[config.mk]
export PLATFORM = sky130hd
export DESIGN_NAME = capi_command_arbiter_flat
export DESIGN_NICKNAME = d
export VERILOG_FILES = /design/src/rtl/capi_command_arbiter_pkg.sv /design/src/rtl/capi_command_arbiter_if.sv /design/src/rtl/capi_tag_pool.sv /design/src/rtl/capi_command_arbiter.sv /design/src/flat_wrapper.sv
export SDC_FILE = /design/constraint.sdc
export NUM_CORES = 1
export LEC_CHECK = 0
export BUFFER_PORTS_ARGS = -buffer_cell sky130_fd_sc_hd__clkbuf_2
export CAP_MARGIN = 10
export CORE_AREA = 2 2 160 162
export DETAILED_ROUTE_END_ITERATION = 7
export DIE_AREA = 0 0 162 164
export GPL_TIMING_DRIVEN = 0
export PLACE_DENSITY = 0.8
export SYNTH_ARGS = -nofsm -noshare
export SYNTH_HDL_FRONTEND = slang
export SYNTH_SLANG_ARGS = --single-unit
[constraint.sdc]
create_clock -name clock -period 4.2 [get_ports clock]
set_input_delay 0.21 -clock clock [delete_from_list [all_inputs] [get_ports clock]]
set_output_delay 0.21 -clock clock [all_outputs]
set_load 0.05 [all_outputs]
[src/rtl/capi_command_arbiter_pkg.sv]
// Shared CAPI definitions for the PSL command arbiter: widths, arbiter states,
// command codes and the registered command payload.
package capi_command_arbiter_pkg;

  localparam int unsigned CMD_W    = 13;
  localparam int unsigned TAG_W    = 8;
  localparam int unsigned SIZE_W   = 12;
  localparam int unsigned CREDIT_W = 9;
  localparam int unsigned ADDR_W   = 64;
  localparam int unsigned RESP_W   = 8;
  localparam int unsigned ROOM_W   = 8;

  typedef enum logic {
    INIT = 1'b0,
    RUN  = 1'b1
  } arb_state_t;

  localparam logic [CMD_W-1:0] READ_CL_NA = 13'h0A00;
  localparam logic [CMD_W-1:0] WRITE_NA   = 13'h0D00;

  typedef struct packed {
    logic [CMD_W-1:0]  command;
    logic [ADDR_W-1:0] address;
    logic [TAG_W-1:0]  tag;
    logic [SIZE_W-1:0] size;
  } cmd_t;

endpackage

[src/rtl/capi_command_arbiter_if.sv]
// Requester, PSL command, PSL response and completion signals of the arbiter.
// The arbiter uses the master modport; the engines/PSL side uses slave.
interface capi_command_arbiter_if
  import capi_command_arbiter_pkg::*;
#(
  parameter int unsigned NUM_REQ = 2
);

  logic [NUM_REQ-1:0]        req_valid;
  logic [NUM_REQ*CMD_W-1:0]  req_command;
  logic [NUM_REQ*ADDR_W-1:0] req_address;
  logic [NUM_REQ*SIZE_W-1:0] req_size;
  logic [NUM_REQ-1:0]        req_ready;
  logic [TAG_W-1:0]          req_tag;

  logic                      cmd_valid;
  logic [CMD_W-1:0]          cmd_command;
  logic [ADDR_W-1:0]         cmd_address;
  logic [TAG_W-1:0]          cmd_tag;
  logic [SIZE_W-1:0]         cmd_size;
  logic                      cmd_command_parity;
  logic                      cmd_address_parity;
  logic                      cmd_tag_parity;

  logic                      rsp_valid;
  logic [TAG_W-1:0]          rsp_tag;
  logic [RESP_W-1:0]         rsp_response;
  logic [CREDIT_W-1:0]       rsp_credits;

  logic [NUM_REQ-1:0]        done_valid;
  logic [TAG_W-1:0]          done_tag;
  logic [RESP_W-1:0]         done_response;

  modport master (
    input  req_valid, req_command, req_address, req_size,
    output req_ready, req_tag,
    output cmd_valid, cmd_command, cmd_address, cmd_tag, cmd_size,
    output cmd_command_parity, cmd_address_parity, cmd_tag_parity,
    input  rsp_valid, rsp_tag, rsp_response, rsp_credits,
    output done_valid, done_tag, done_response
  );

  modport slave (
    output req_valid, req_command, req_address, req_size,
    input  req_ready, req_tag,
    input  cmd_valid, cmd_command, cmd_address, cmd_tag, cmd_size,
    input  cmd_command_parity, cmd_address_parity, cmd_tag_parity,
    output rsp_valid, rsp_tag, rsp_response, rsp_credits,
    input  done_valid, done_tag, done_response
  );

endinterface

[src/rtl/capi_tag_pool.sv]
// Command tag pool: outstanding bitmap, lowest-free allocation, owner table
// and detection of responses that do not match an outstanding tag.
module capi_tag_pool
  import capi_command_arbiter_pkg::*;
#(
  parameter int unsigned NUM_REQ  = 2,
  parameter int unsigned NUM_TAGS = 32,
  localparam int unsigned REQ_W   = (NUM_REQ > 1) ? $clog2(NUM_REQ) : 1
) (
  input  logic             clock,
  input  logic             reset,
  input  logic             alloc,
  input  logic [REQ_W-1:0] alloc_owner,
  output logic             alloc_ok,
  output logic [TAG_W-1:0] alloc_tag,
  input  logic             free_valid,
  input  logic [TAG_W-1:0] free_tag,
  output logic             free_hit,
  output logic [REQ_W-1:0] free_owner,
  output logic             free_error,
  output logic             busy
);

  logic [NUM_TAGS-1:0] outstanding;
  logic [REQ_W-1:0]    owner [NUM_TAGS];
  logic                found_free;
  logic                tag_live;

  // Lowest-index free tag.
  always_comb begin
    found_free = 1'b0;
    alloc_tag  = '0;
    for (int unsigned i = 0; i < NUM_TAGS; i++) begin
      if (!found_free && !outstanding[i]) begin
        found_free = 1'b1;
        alloc_tag  = TAG_W'(i);
      end
    end
  end

  // Out-of-range tags never match, so they fall through to the error path.
  always_comb begin
    tag_live   = 1'b0;
    free_owner = '0;
    for (int unsigned i = 0; i < NUM_TAGS; i++) begin
      if (free_tag == TAG_W'(i)) begin
        tag_live   = outstanding[i];
        free_owner = owner[i];
      end
    end
  end

  assign alloc_ok   = found_free;
  assign free_hit   = free_valid && tag_live;
  assign free_error = free_valid && !tag_live;
  assign busy       = |outstanding;

  always_ff @(posedge clock) begin
    if (reset) begin
      outstanding <= '0;
      for (int unsigned i = 0; i < NUM_TAGS; i++) begin
        owner[i] <= '0;
      end
    end else begin
      for (int unsigned i = 0; i < NUM_TAGS; i++) begin
        if (alloc && alloc_tag == TAG_W'(i)) begin
          outstanding[i] <= 1'b1;
          owner[i]       <= alloc_owner;
        end else if (free_hit && free_tag == TAG_W'(i)) begin
          outstanding[i] <= 1'b0;
        end
      end
    end
  end

endmodule

[src/rtl/capi_command_arbiter.sv]
// Shares the PSL command port between NUM_REQ engines: round-robin grant,
// tag allocation, credit accounting and response routing back to tag owners.
module capi_command_arbiter
  import capi_command_arbiter_pkg::*;
#(
  parameter int unsigned NUM_REQ  = 2,
  parameter int unsigned NUM_TAGS = 32
) (
  input  logic                  clock,
  input  logic                  reset,
  input  logic                  enable,
  input  logic [ROOM_W-1:0]     room,
  capi_command_arbiter_if.master bus,
  output logic                  busy,
  output logic                  tag_error
);

  localparam int unsigned REQ_W = (NUM_REQ > 1) ? $clog2(NUM_REQ) : 1;

  arb_state_t          state;
  logic [CREDIT_W-1:0] credits;
  logic [CREDIT_W:0]   credit_ret;
  logic [CREDIT_W:0]   credit_next;
  logic [REQ_W-1:0]    rr_ptr;
  logic [REQ_W-1:0]    rr_idx;
  logic [REQ_W-1:0]    winner;
  logic [REQ_W-1:0]    next_ptr;
  logic                found;
  logic                grant;
  logic                credit_ok;
  cmd_t                cmd_sel;
  cmd_t                cmd_q;
  logic                cmd_valid_q;
  logic [NUM_REQ-1:0]  done_valid_q;
  logic [TAG_W-1:0]    done_tag_q;
  logic [RESP_W-1:0]   done_resp_q;
  logic                alloc_ok;
  logic [TAG_W-1:0]    alloc_tag;
  logic                rsp_hit;
  logic                rsp_err;
  logic [REQ_W-1:0]    rsp_owner;

  // Round-robin search starting at the pointer.
  always_comb begin
    found  = 1'b0;
    winner = '0;
    rr_idx = '0;
    for (int unsigned k = 0; k < NUM_REQ; k++) begin
      rr_idx = REQ_W'((32'(rr_ptr) + k) % NUM_REQ);
      if (!found && bus.req_valid[rr_idx]) begin
        found  = 1'b1;
        winner = rr_idx;
      end
    end
  end

  // Credits are two's complement; a negative count must never grant.
  assign credit_ok = !credits[CREDIT_W-1] && (credits != '0);
  assign grant     = !reset && (state == RUN) && enable && credit_ok && alloc_ok && found;
  assign next_ptr  = REQ_W'((32'(winner) + 1) % NUM_REQ);

  assign bus.req_ready = grant ? (NUM_REQ'(1) << winner) : '0;
  assign bus.req_tag   = alloc_tag;

  always_comb begin
    cmd_sel = '0;
    for (int unsigned i = 0; i < NUM_REQ; i++) begin
      if (winner == REQ_W'(i)) begin
        cmd_sel.command = bus.req_command[i*CMD_W +: CMD_W];
        cmd_sel.address = bus.req_address[i*ADDR_W +: ADDR_W];
        cmd_sel.size    = bus.req_size[i*SIZE_W +: SIZE_W];
      end
    end
    cmd_sel.tag = alloc_tag;
  end

  // Grant and credit return in the same cycle both apply.
  assign credit_ret  = bus.rsp_valid ? {bus.rsp_credits[CREDIT_W-1], bus.rsp_credits} : '0;
  assign credit_next = {credits[CREDIT_W-1], credits} - (CREDIT_W+1)'(grant) + credit_ret;

  capi_tag_pool #(
    .NUM_REQ  (NUM_REQ),
    .NUM_TAGS (NUM_TAGS)
  ) u_tag_pool (
    .clock       (clock),
    .reset       (reset),
    .alloc       (grant),
    .alloc_owner (winner),
    .alloc_ok    (alloc_ok),
    .alloc_tag   (alloc_tag),
    .free_valid  (bus.rsp_valid),
    .free_tag    (bus.rsp_tag),
    .free_hit    (rsp_hit),
    .free_owner  (rsp_owner),
    .free_error  (rsp_err),
    .busy        (busy)
  );

  always_ff @(posedge clock) begin
    if (reset) begin
      state        <= INIT;
      credits      <= '0;
      rr_ptr       <= '0;
      cmd_q        <= '0;
      cmd_valid_q  <= 1'b0;
      done_valid_q <= '0;
      done_tag_q   <= '0;
      done_resp_q  <= '0;
      tag_error    <= 1'b0;
    end else begin
      cmd_valid_q  <= grant;
      done_valid_q <= rsp_hit ? (NUM_REQ'(1) << rsp_owner) : '0;
      if (rsp_hit) begin
        done_tag_q  <= bus.rsp_tag;
        done_resp_q <= bus.rsp_response;
      end
      if (rsp_err) begin
        tag_error <= 1'b1;
      end
      case (state)
        INIT: begin
          if (enable) begin
            credits <= CREDIT_W'(room);
            state   <= RUN;
          end
        end
        RUN: begin
          credits <= credit_next[CREDIT_W-1:0];
          if (grant) begin
            rr_ptr <= next_ptr;
            cmd_q  <= cmd_sel;
          end
        end
        default: state <= INIT;
      endcase
    end
  end

  assign bus.cmd_valid          = cmd_valid_q;
  assign bus.cmd_command        = cmd_q.command;
  assign bus.cmd_address        = cmd_q.address;
  assign bus.cmd_tag            = cmd_q.tag;
  assign bus.cmd_size           = cmd_q.size;
  assign bus.cmd_command_parity = ~^cmd_q.command;
  assign bus.cmd_address_parity = ~^cmd_q.address;
  assign bus.cmd_tag_parity     = ~^cmd_q.tag;
  assign bus.done_valid         = done_valid_q;
  assign bus.done_tag           = done_tag_q;
  assign bus.done_response      = done_resp_q;

endmodule

[src/flat_wrapper.sv]
// flat-port wrapper written by rule: the top's interface ports become plain ports
module capi_command_arbiter_flat import capi_command_arbiter_pkg::*;
#(
  parameter int unsigned NUM_REQ  = 2,
  parameter int unsigned NUM_TAGS = 32
)
  (clock, reset, enable, room, busy, tag_error, bus_req_valid, bus_req_command, bus_req_address, bus_req_size, bus_req_ready, bus_req_tag, bus_cmd_valid, bus_cmd_command, bus_cmd_address, bus_cmd_tag, bus_cmd_size, bus_cmd_command_parity, bus_cmd_address_parity, bus_cmd_tag_parity, bus_rsp_valid, bus_rsp_tag, bus_rsp_response, bus_rsp_credits, bus_done_valid, bus_done_tag, bus_done_response);
  capi_command_arbiter_if #(.NUM_REQ(NUM_REQ)) bus_i ();
  input  logic clock;
  input  logic reset;
  input  logic enable;
  input  logic [ROOM_W-1:0] room;
  output logic busy;
  output logic tag_error;
  input wire logic [$bits(bus_i.req_valid)-1:0] bus_req_valid;
  input wire logic [$bits(bus_i.req_command)-1:0] bus_req_command;
  input wire logic [$bits(bus_i.req_address)-1:0] bus_req_address;
  input wire logic [$bits(bus_i.req_size)-1:0] bus_req_size;
  output wire logic [$bits(bus_i.req_ready)-1:0] bus_req_ready;
  output wire logic [$bits(bus_i.req_tag)-1:0] bus_req_tag;
  output wire logic [$bits(bus_i.cmd_valid)-1:0] bus_cmd_valid;
  output wire logic [$bits(bus_i.cmd_command)-1:0] bus_cmd_command;
  output wire logic [$bits(bus_i.cmd_address)-1:0] bus_cmd_address;
  output wire logic [$bits(bus_i.cmd_tag)-1:0] bus_cmd_tag;
  output wire logic [$bits(bus_i.cmd_size)-1:0] bus_cmd_size;
  output wire logic [$bits(bus_i.cmd_command_parity)-1:0] bus_cmd_command_parity;
  output wire logic [$bits(bus_i.cmd_address_parity)-1:0] bus_cmd_address_parity;
  output wire logic [$bits(bus_i.cmd_tag_parity)-1:0] bus_cmd_tag_parity;
  input wire logic [$bits(bus_i.rsp_valid)-1:0] bus_rsp_valid;
  input wire logic [$bits(bus_i.rsp_tag)-1:0] bus_rsp_tag;
  input wire logic [$bits(bus_i.rsp_response)-1:0] bus_rsp_response;
  input wire logic [$bits(bus_i.rsp_credits)-1:0] bus_rsp_credits;
  output wire logic [$bits(bus_i.done_valid)-1:0] bus_done_valid;
  output wire logic [$bits(bus_i.done_tag)-1:0] bus_done_tag;
  output wire logic [$bits(bus_i.done_response)-1:0] bus_done_response;
  assign bus_i.req_valid = bus_req_valid;
  assign bus_i.req_command = bus_req_command;
  assign bus_i.req_address = bus_req_address;
  assign bus_i.req_size = bus_req_size;
  assign bus_req_ready = bus_i.req_ready;
  assign bus_req_tag = bus_i.req_tag;
  assign bus_cmd_valid = bus_i.cmd_valid;
  assign bus_cmd_command = bus_i.cmd_command;
  assign bus_cmd_address = bus_i.cmd_address;
  assign bus_cmd_tag = bus_i.cmd_tag;
  assign bus_cmd_size = bus_i.cmd_size;
  assign bus_cmd_command_parity = bus_i.cmd_command_parity;
  assign bus_cmd_address_parity = bus_i.cmd_address_parity;
  assign bus_cmd_tag_parity = bus_i.cmd_tag_parity;
  assign bus_i.rsp_valid = bus_rsp_valid;
  assign bus_i.rsp_tag = bus_rsp_tag;
  assign bus_i.rsp_response = bus_rsp_response;
  assign bus_i.rsp_credits = bus_rsp_credits;
  assign bus_done_valid = bus_i.done_valid;
  assign bus_done_tag = bus_i.done_tag;
  assign bus_done_response = bus_i.done_response;
  capi_command_arbiter #(.NUM_REQ(NUM_REQ), .NUM_TAGS(NUM_TAGS)) u_core (.clock(clock), .reset(reset), .enable(enable), .room(room), .bus(bus_i), .busy(busy), .tag_error(tag_error));
endmodule
After elaboration in Yosys (flattened, before gate mapping):

Memories as Yosys holds them, arrays and structs flattened.
Cells that the tools add are included.

* memories: 1
* logic and storage cells: 697
* output and inout bits: 131
* bits in registers: 160
* memory bits (writable): 32
* input bits: 217

Memory list
* u_core.u_tag_pool.owner: words 32, bits a word 1, rd ports 32, clocked after memory_dff 0, wr ports 32, line capi_tag_pool.sv:25 `logic [REQ_W-1:0] owner [NUM_TAGS];`

* eq/ne operators: 63
* order comparisons: 2
* bitwise gates (word level): 34
* muxes and demuxes: 337
* shift operators: 2
* $add $sub $neg: 4
* reductions and logical operators: 210

Operators with widths (count)
* two-way mux 1 bit: 301
* == test 8 x 5 -> 1 bit, second input constant: 32
* two-way mux 8 bit: 29
* == test 8 x 4 -> 1 bit, second input constant: 16
* logical AND 1 bit: 104
* two-way mux 77 bit: 1
* logical NOT 1 bit: 65
* == test 8 x 3 -> 1 bit, second input constant: 8
* nonzero test 2 bit: 32
* XNOR reduction 64 bit: 1
* == test 8 x 2 -> 1 bit, second input constant: 4
* bitwise OR 1 bit: 32
* OR reduction 32 bit: 1
* two-way mux 9 bit: 2
* one-hot mux 9 bit (2 select lines): 1
* == test 8 x 1 -> 1 bit, second input constant: 2
* logical NOT 8 bit: 2
* XNOR reduction 13 bit: 1
* two-way mux 12 bit: 1
* adder 9 bit: 1
* nonzero test 9 bit: 1
* subtractor 9 x 2 -> 9 bit: 1
* XNOR reduction 8 bit: 1
* less-than comparator 1 x 2 -> 1 bit, second input constant: 2
* other kinds (7): 11

Logic depth before layout (Yosys ltp):

Gate-level depths: netlist of the first run.

* word-level depth: 100
* mapped depth: 20
* depth with buffers taken out: 17

Cells and area by module:

Synthesis of the first run repeated with hierarchy kept, for this count alone.

* cells, all modules: 1314
* area, all modules: 10847.9 µm²

Modules (own cells, without submodules)
* capi_command_arbiter: times used 1, sequential area each 2562.5 µm², cells an instance 799, area each 6472.5 µm²
* capi_tag_pool: times used 1, sequential area each 1601.5 µm², cells an instance 515, area each 4375.4 µm²

Worst setup path before layout of the first run:

Ideal clock, no wire load.

* path type: register to register
* start point: register u_core.u_tag_pool.outstanding[4]
* end point: register u_core.credits[8]
* data arrival time: 3827 ps
* buffers on the path: 2
* stages on the path, launching flop included: 20
* clock period less this slack: 3957 ps
* required time: 4070 ps
* slack: 243 ps
* library setup time: 130 ps
* cells stage by stage: dfxtp_1 nand4_4 or4_4 nor2_1 nand2_1 nand2_1 inv_2 clkbuf_1 clkbuf_1 ha_1 inv_1 ha_1 fa_1 a21o_1 a21oi_1 o21bai_1 a21oi_1 o21ai_0 nand2_1 o211ai_1

* cells in the longest elaborated chain, start to end: 89

Ends and longest elaborated chain
* from (decl): line capi_tag_pool.sv:24 `logic [NUM_TAGS-1:0] outstanding;`
* from (signal assigned): line capi_tag_pool.sv:60 `outstanding <= '0;`
* from (signal, indexed assignment): line capi_tag_pool.sv:67 `outstanding[i] <= 1'b1;`
* from (signal, indexed assignment): line capi_tag_pool.sv:70 `outstanding[i] <= 1'b0;`
* logical NOT 1 bit (*): line capi_tag_pool.sv:34 `if (!found_free && !outstanding[i]) begin`
* logical AND 1 bit (*): line capi_tag_pool.sv:34
* two-way mux 1 bit (*): line capi_tag_pool.sv:34
* logical NOT 1 bit: line capi_tag_pool.sv:34
* logical AND 1 bit: line capi_tag_pool.sv:34
* two-way mux 1 bit (*): line capi_tag_pool.sv:34
* logical NOT 1 bit: line capi_tag_pool.sv:34
* logical AND 1 bit: line capi_tag_pool.sv:34
* [73 not listed]
* logical NOT 1 bit: line capi_tag_pool.sv:34
* logical AND 1 bit: line capi_tag_pool.sv:34
* two-way mux 1 bit (*): line capi_tag_pool.sv:34
* logical AND 1 bit (*) (2 in a row): line capi_command_arbiter.sv:59 `assign grant = !reset && (state == RUN) && enable && credit_ok && alloc_ok && found;`
* net u_core.grant: line capi_command_arbiter.sv:29 `logic grant;`
* subtractor 9 x 2 -> 9 bit (*): line capi_command_arbiter.sv:79 `assign credit_next = {credits[CREDIT_W-1], credits} - (CREDIT_W+1)'(grant) + credit_ret;`
* adder 9 bit (*): line capi_command_arbiter.sv:79
* one-hot mux 9 bit (2 select lines) (*): line capi_command_arbiter.sv:120 `case (state)`
* to (signal assigned): line capi_command_arbiter.sv:123 `credits <= CREDIT_W'(room);`
* to (signal assigned): line capi_command_arbiter.sv:128 `credits <= credit_next[CREDIT_W-1:0];`
* to (decl): line capi_command_arbiter.sv:21 `logic [CREDIT_W-1:0] credits;`

Mark *: on every way through the listed nets, which the timed path passes. The rest lies on a longest branch.
A chain may end at the register's enable or synchronous reset.

Worst setup path after layout of the first run:

* start point: register u_core.u_tag_pool.outstanding[10]
* end point: register u_core.credits[8]

* cells in the longest elaborated chain, start to end: 71

Ends and longest elaborated chain (line)
* logical NOT 1 bit (*): capi_tag_pool.sv:34
* logical AND 1 bit (*): capi_tag_pool.sv:34
* two-way mux 1 bit (*): capi_tag_pool.sv:34
* logical NOT 1 bit: capi_tag_pool.sv:34
* logical AND 1 bit: capi_tag_pool.sv:34
* two-way mux 1 bit (*): capi_tag_pool.sv:34
* logical NOT 1 bit: capi_tag_pool.sv:34
* logical AND 1 bit: capi_tag_pool.sv:34
* [54 not listed]
* two-way mux 1 bit (*): capi_tag_pool.sv:34
* logical NOT 1 bit: capi_tag_pool.sv:34
* logical AND 1 bit: capi_tag_pool.sv:34
* two-way mux 1 bit (*): capi_tag_pool.sv:34
* logical AND 1 bit (*) (2 in a row): capi_command_arbiter.sv:59
* subtractor 9 x 2 -> 9 bit (*): capi_command_arbiter.sv:79
* adder 9 bit (*): capi_command_arbiter.sv:79
* one-hot mux 9 bit (2 select lines) (*): capi_command_arbiter.sv:120

Mark *: on every way between the ends. The rest lies on a longest branch, timed or not.

==> results of run 1 <==
==> metal layers <==
layer	routed length (µm)	vias up	part of all wire	track usage
met4	1727	4	0.043	0.1428
met1	14880	5050	0.37	0.3318
met3	3435	136	0.086	0.08157
li1	-	5030	-	-
met2	19960	562	0.50	0.5149
met5	21	-	0.00052	0
==> kinds of logic (layout without fill, tap and decap cells) <==
group / after synthesis / count (layout) / synth area share
muxes: 108 / 108 / 0.1071
adders and majority gates: 17 / 17 / 0.02092
DFF: 189 / 189 / 0.3899
AOI/OAI and AO/OA: 301 / 301 / 0.1915
xor gates and xnor gates: 87 / 87 / 0.07239
other: 1 / 11 / 0.0003562
buffers and inverters: 133 / 502 / 0.05242
and+or+nand+nor: 348 / 348 / 0.1655
==> sequential cells by signal, summed over array words and instances, names as in the netlist <==
signal                         cells
u_core.credits                     9
u_core.state                       1
u_core.bus.done_valid              2
u_core.bus.cmd_command            13
u_core.bus.done_tag                8
u_core.bus.cmd_address            64
u_core.tag_error                   1
u_core.rr_ptr                      1
u_core.bus.cmd_tag                 5
u_core.u_tag_pool.outstanding     32
u_core.u_tag_pool.owner           32
u_core.bus.cmd_valid               1
u_core.bus.done_response           8
u_core.bus.cmd_size               12
==> worst max-delay path: cells and delay by family (launching register included) <==
family,cells,cell delay [ns]
AOI/OAI and AO/OA,6,0.89
DFF,1,0.45
and+or+nand+nor,6,1.25
buffers and inverters,2,0.19
adders and majority gates,3,0.94
==> metrics by stage <==
step,utilization,setup slack [ns],area (µm²)
floorplan,-,0.2430,10550
global placement,0.5095,-0.7585,12640
detailed placement,0.5095,-0.8211,12640
CTS,0.5337,0.02840,13250
global route,0.5367,0.09210,13320
finish,0.5368,0.3565,13320
==> cell type report <==
class                      instances  area share
timing repair buffer             340      0.1286
multi-input combinational        867      0.4445
clock buffer                      18     0.03297
antenna                            5   0.0009392
clock inverter                    13    0.009862
sequential                       189      0.3111
buffer                            89     0.02902
inverter                          42     0.01202
tap                              330     0.03099
==> cell usage in the layout (no fill, tap or decap), drive strengths merged, types with 18 or more instances in the layout <==
cell / synthesis / final
o311ai: 20 / 20
nand2: 71 / 71
a21oi: 45 / 45
buf: 22 / 25
inv: 41 / 47
clkbuf: 69 / 422
mux2i: 101 / 101
edfxtp: 32 / 32
xnor2: 71 / 71
o21ai: 70 / 70
nand3: 18 / 18
dfxtp: 157 / 157
a211oi: 110 / 110
nor2: 145 / 145
==> timing repair <==
action,4_1_cts,5_1_grt
pin swaps,0,3
endpoints found under the hold margin,0,0
gates cloned,0,0
buffers inserted,0,2
setup endpoints to repair,6,3
resized for setup,22,14
==> worst max-delay path by stage <==
| stage | slack (ns) | to | cells after the start | startpoint |
|---|---|---|---|---|
| global placement | -0.76 | u_core.credits[8]$_SDFFE_PP0P_ | 19 | u_core.u_tag_pool.outstanding[14]$_SDFFE_PP0P_ |
| global route | 0.09 | u_core.credits[6]$_SDFFE_PP0P_ | 16 | u_core.u_tag_pool.outstanding[6]$_SDFFE_PP0P_ |
| CTS | 0.03 | u_core.credits[8]$_SDFFE_PP0P_ | 18 | u_core.u_tag_pool.outstanding[2]$_SDFFE_PP0P_ |
| detailed placement | -0.82 | u_core.credits[8]$_SDFFE_PP0P_ | 19 | u_core.u_tag_pool.outstanding[14]$_SDFFE_PP0P_ |
| floorplan | 0.24 | u_core.credits[8]$_SDFFE_PP0P_ | 19 | u_core.u_tag_pool.outstanding[4]$_SDFFE_PP0P_ |
| finish | 0.36 | u_core.credits[8]$_SDFFE_PP0P_ | 17 | u_core.u_tag_pool.outstanding[10]$_SDFFE_PP0P_ |
==> power by group <==
part	internal, µW	switching [µW]	leakage [µW]
Combinational	460	850	0.00385
Clock	800	803	0.000281
Sequential	1910	63.7	0.00160
==> reports/metrics.yaml, run 1 <==
synthesis:
  synthFlopType: "dfxtp_1"
  synth.area.top_cells: "dfxtp_1, mux2i_1, edfxtp_1"
  synthTopCellsByCount: "dfxtp_1, nor2_1, a211oi_1"
  ys_types: 76
  ys_warn_count: 0
  yosysMostFrequentCell: "dfxtp_1"
  ys_seq_area_frac: 0.3899
  synth_area_um2: 10530
  synth_edf_count: 32
  avgSynthCellArea_um2: 8.890
  synth_area_leader_cell: "dfxtp_1"
  synth.top_cell.area_share: 0.2986
  synth_cells: 1184
  synth_seq_cells: 189
  ys_async_sr_fraction: 0
final_layout:
  multi_input_area_um2: 5922
  fin_cells: 1893
  layout.nets: 1780
  fill_cells: 2342
  drive_gt1_frac: 0.2779
  final-seq-area_um2: 4144
  synthToLayoutAreaGrowth_pct: 26.55
drt:
  post_drt_wl_per_cell_um: 21.14
  drtIter0Drc: 1055
  drt-vias-per-instance: 5.696
  num_vias: 10782
  drtPass1Iterations: 8
  wirelength_um: 40020
  route.detailed.drc: 0
  drtAntennaViolNets: 0
cts:
  path_clk_slew_ns: 0.08
  cts_max_path_buffers: 2
  cts_inserted_buffers: 17
  insertion_delay_ns: 0.45
  cts-root-buf: "clkbuf_16"
  cts_sinks: 189
  ctsHtreeMaxLevel: 4
  cts_hold_buf: 0
  cts_tree: "built"
floorplanning:
  ios: 348
  core_um2: 24820
  start_util: 0.4241
  die-area_um2: 26570
  die_y_um: 164
  die_width_um: 162
  placementRows: 58
critical_path:
  crit_type: "register to register"
  critical_path_arrival_ns: 4.17
  r2r_slack_ns: 0.36
  rr_worst_depth: 17
  rr_endpoint: "u_core.credits[8]$_SDFFE_PP0P_"
  path_max_fanout: 27
  crit_path_start_kind: "register"
  crit_path_end_kind: "register"
  cp_cell_sequence: "nand4_1 > or4_4 > nor2_4 > nand2_1 > nand2_2 > inv_4 > ha_1 > inv_1 > ha_1 > fa_1 > a21o_1 > a21oi_2 > o21bai_1 > a21oi_2 > o21ai_0 > nand2_1 > o211ai_1"
  rr_startpoint: "u_core.u_tag_pool.outstanding[10]$_SDFFE_PP0P_"
  slowest_delay_ns: 0.53
  critPathSlowestCell: "or4_4"
  crit_required_ns: 4.53
timing:
  rsz0062_at_grt: "no"
  worst_pin_slew_ns: 1.138
  final.setup_skew_ns: 0.02049
  setup_tns_ns: 0
  finalHoldViolations: 0
  hold_slack_ns: 0.08583
  drv_slew: 0
  finalSetupViolCount: 0
  relSlewSlack: 0.2379
  period_needed_ns: 3.843
  fmax_mhz: 260.2
  finalCritPeriodShare: 0.9151
power:
  p_leak_uw: 0.005733
  p_per_area_nw_per_um2: 367.0
  p_total_uw: 4889
  ir_drop_uv: 285.1
global_routing:
  grt_pass1_wl_um: 59350
  grt_max_degree: 19
  gr-total-overflow: 0
  grt_pass1_vias: 10355
  antenna_found_initial: 6
  grt_usage: 0.2945
worst_hold_path:
  min_path_cells: 3
  hold_class: "input port to register"
  min_from: "bus_req_address[103]"
  min_to: "u_core.bus.cmd_address[39]$_SDFFE_PP0P_"
place:
  place.gp.congestion: 0.9517
  hpwl_um: 31430
  place_inst: 1856
  numPortBuffers: 337
run:
  maxCapViolations: 0
run_status:
  outcome: "finished, final reports clean"
Power figures use the tool's default switching activity.
==> run 2, diff against run 1 <==
- CORE_AREA: 2 2 160 162 -> 2 2 162 164
- DIE_AREA: 0 0 162 164 -> 0 0 164 166
- SYNTH_HIERARCHICAL: not set -> 1
==> run 2 against run 1 <==
Compared with the run above:
- power is 3.4% higher
- register-to-register slack worse by 0.25 ns
- clock-buffer cell count up 1
- synthesized cell count rose by 11%
- final area up 4.7%
- core utilization rose by 0.78 points
- critical path depth is 4 lower
- clock power up 6%
- first-iteration DRC count grew 20%
- setup slack got worse by 0.25 ns
- largest power group unchanged
==> reports/metrics.yaml, run 2 <==
power:
  p_leak_uw: 0.005748  # +0.27%
  ir_drop_uv: 361.7  # +27%
  p_per_area_nw_per_um2: 362.4  # -1.3%
  p_total_uw: 5055  # +3.4%
cts:
  path_clk_slew_ns: 0.08  # about the same
  insertion_delay_ns: 0.44  # about the same
  cts_sinks: 192  # +1.6%
  cts_tree: "built"
  cts-root-buf: "clkbuf_16"
  cts_max_path_buffers: 2  # unchanged
  ctsHtreeMaxLevel: 4  # unchanged
  cts_inserted_buffers: 17  # unchanged
critical_path:
  critPathSlowestCell: "nor4b_2"
  crit_type: "register to register"
  slowest_delay_ns: 0.47  # -0.06 ns
  critical_path_arrival_ns: 4.24  # +0.07 ns
  crit_path_frequent_cell: "and3_1"
  cp_cell_sequence: "and3_1 > and3_1 > nand4_1 > and4bb_1 > o211ai_1 > a21oi_2 > clkbuf_16 > buf_4 > nor4b_2 > o21ai_0 > nor3_1 > nand2_1 > nand2b_1"
  crit_required_ns: 4.34  # -0.19 ns
  r2r_slack_ns: 0.10  # -0.25 ns
  path_max_fanout: 9  # -67%
  crit_path_end_kind: "register"
  crit_path_start_kind: "register"
run:
  maxCapViolations: 0  # unchanged
synthesis:
  synth_area_leader_cell: "dfxtp_1"
  avgSynthCellArea_um2: 8.256  # -7.1%
  yosysMostFrequentCell: "nand2_1"
  ys_seq_area_frac: 0.3839  # -0.006020
  ys_types: 81  # +6.6%
  synth_seq_cells: 192  # +1.6%
  synth_area_um2: 10850  # +3.1%
  ys_warn_count: 6  # +6
  synthTopCellsByCount: "nand2_1, nor2_1, dfxtp_1"
  synth.area.top_cells: "dfxtp_1, edfxtp_1, nand2_1"
  ys_async_sr_fraction: 0  # unchanged
  synthFlopType: "dfxtp_1"
  synth_cells: 1314  # +11%
  synth_edf_count: 32  # unchanged
  synth.top_cell.area_share: 0.2953  # -0.003314
floorplanning:
  die_width_um: 164  # +1.2%
  ios: 348  # unchanged
  core_um2: 25620  # +3.2%
  die_y_um: 166  # +1.2%
  die-area_um2: 27220  # +2.5%
  start_util: 0.4235  # -0.0006433
  placementRows: 59  # +1.7%
timing:
  finalSetupViolCount: 0  # unchanged
  setup_tns_ns: 0  # unchanged
  rsz0062_at_grt: "no"
  final.setup_skew_ns: 0.02328  # +0.002794 ns
  drv_slew: 0  # unchanged
  period_needed_ns: 4.097  # +0.2531 ns
  finalHoldViolations: 0  # unchanged
  fmax_mhz: 244.1  # -6.2%
  relSlewSlack: 0.2137  # -0.02424
  finalCritPeriodShare: 0.9754  # +0.06026
  worst_pin_slew_ns: 1.172  # +0.03430 ns
final_layout:
  layout.nets: 1941  # +9.0%
  largest_register_ffs: 64  # unchanged
  fill_cells: 2351  # +0.38%
  synthToLayoutAreaGrowth_pct: 28.59
  drive_gt1_frac: 0.2715  # -0.006409
  mostFrequentLayoutCells: "clkbuf_2, nand2_1, nor2_1"
  layout.cells.most_common: "clkbuf_2"
global_routing:
  grt_usage: 0.3038  # +0.009306
  gr-total-overflow: 0  # unchanged
  grt_max_degree: 22  # +3
  grt_pass1_vias: 11136  # +7.5%
  antenna_found_initial: 2  # -4
  grt_pass1_wl_um: 63890  # +7.7%
place:
  hpwl_um: 33520  # +6.7%
  numPortBuffers: 342  # +1.5%
  place.gp.congestion: 1.008  # +5.9%
drt:
  post_drt_wl_per_cell_um: 20.66  # -2.3%
  drtIter0Drc: 1266  # +20%
  wirelength_um: 42490  # +6.2%
  drtAntennaViolNets: 0  # unchanged
  route.detailed.drc: 0  # unchanged
  drtPass1Iterations: 5  # -3
  drt-vias-per-instance: 5.773  # +1.4%
  num_vias: 11869  # +10%
worst_hold_path:
  hold_class: "input port to register"
run_status:
  outcome: "finished, final reports clean"
==> run 2: layer usage <==
metal	part of all wire	routed length, µm	vias up	global-route usage
li1	-	-	5446	-
met3	0.094	3981	104	0.06169
met1	0.40	17020	5597	0.3995
met5	0.00031	13	-	0
met2	0.47	19860	720	0.4881
met4	0.038	1608	2	0.1198
==> run 2: cell families after synthesis <==
logic type                 after synthesis  synth area share
and+or+nand+nor                        570            0.2367
AOI/OAI and AO/OA                      268            0.1895
DFF                                    192            0.3839
buffers and inverters                  134           0.05444
xor gates and xnor gates                92           0.07428
muxes                                   40           0.04060
adders and majority gates               17           0.02030
other                                    1         0.0003457
==> run 2: final timing paths <==
kind	end	start	cells after the start
worst max register to register	u_core/u_tag_pool/owner[1][0]$_SDFFCE_PN0P_	u_core/u_tag_pool/outstanding[12]$_SDFFE_PP0P_	13
worst max-delay path	u_core/u_tag_pool/owner[1][0]$_SDFFCE_PN0P_	u_core/u_tag_pool/outstanding[12]$_SDFFE_PP0P_	13
worst min-delay path	u_core/bus.done_response[0]$_SDFFE_PP0P_	bus_rsp_response[0]	3
worst min register to register	u_core/tag_error$_SDFFE_PP0P_	u_core/tag_error$_SDFFE_PP0P_	2
==> run 2: final cells by class <==
cell class              instances  area [µm²]  area share
clock buffers                  19       452.9     0.03247
flip-flops and latches        192        4175      0.2993
clock inverters                13       165.2     0.01184
diodes                          1       2.502   0.0001794
multi-input cells             990        6130      0.4394
well taps                     335       419.2     0.03005
inverters                      39       146.4     0.01049
repair buffers                374        2008      0.1440
plain buffers                  93       450.4     0.03229
==> run 2: power by group <==
group	switching, µW	total [µW]	internal [µW]
sequential	68.8	2010	1950
clock	798	1690	888
combinational	882	1360	473
total	1750	5050	3310
==> run 2: metrics by stage <==
step	instances	setup WS, ns	util	instance area (µm²)	hold slack, ns
6_report	2056	0.1034	0.5446	13950	0.004862
5_1_grt	2055	0.01996	0.5445	13950	0.009826
4_1_cts	2048	0.003777	0.5414	13870	0.00003642
3_5_place_dp	1993	-0.7003	0.5070	12990	0.4572
3_3_place_gp	1993	-0.6106	0.5070	12990	0.4453
2_1_floorplan	1316	0.4352	-	10860	0.3572
==> run 2: timing repair <==
action,CTS,global route
hold buffers,21,0
hold endpoints to repair,18,0
setup buffers,3,7
pin swaps,3,5
resized for setup,13,7
endpoints found under the setup margin,33,5
gates cloned,0,1
==> run 2: worst max-delay path: cells and delay by family, from the launching register on <==
kind,cells,cell delay [ns]
buffers and inverters,2,0.40
AOI/OAI and AO/OA,3,0.70
DFF,1,0.42
and+or+nand+nor,8,2.28
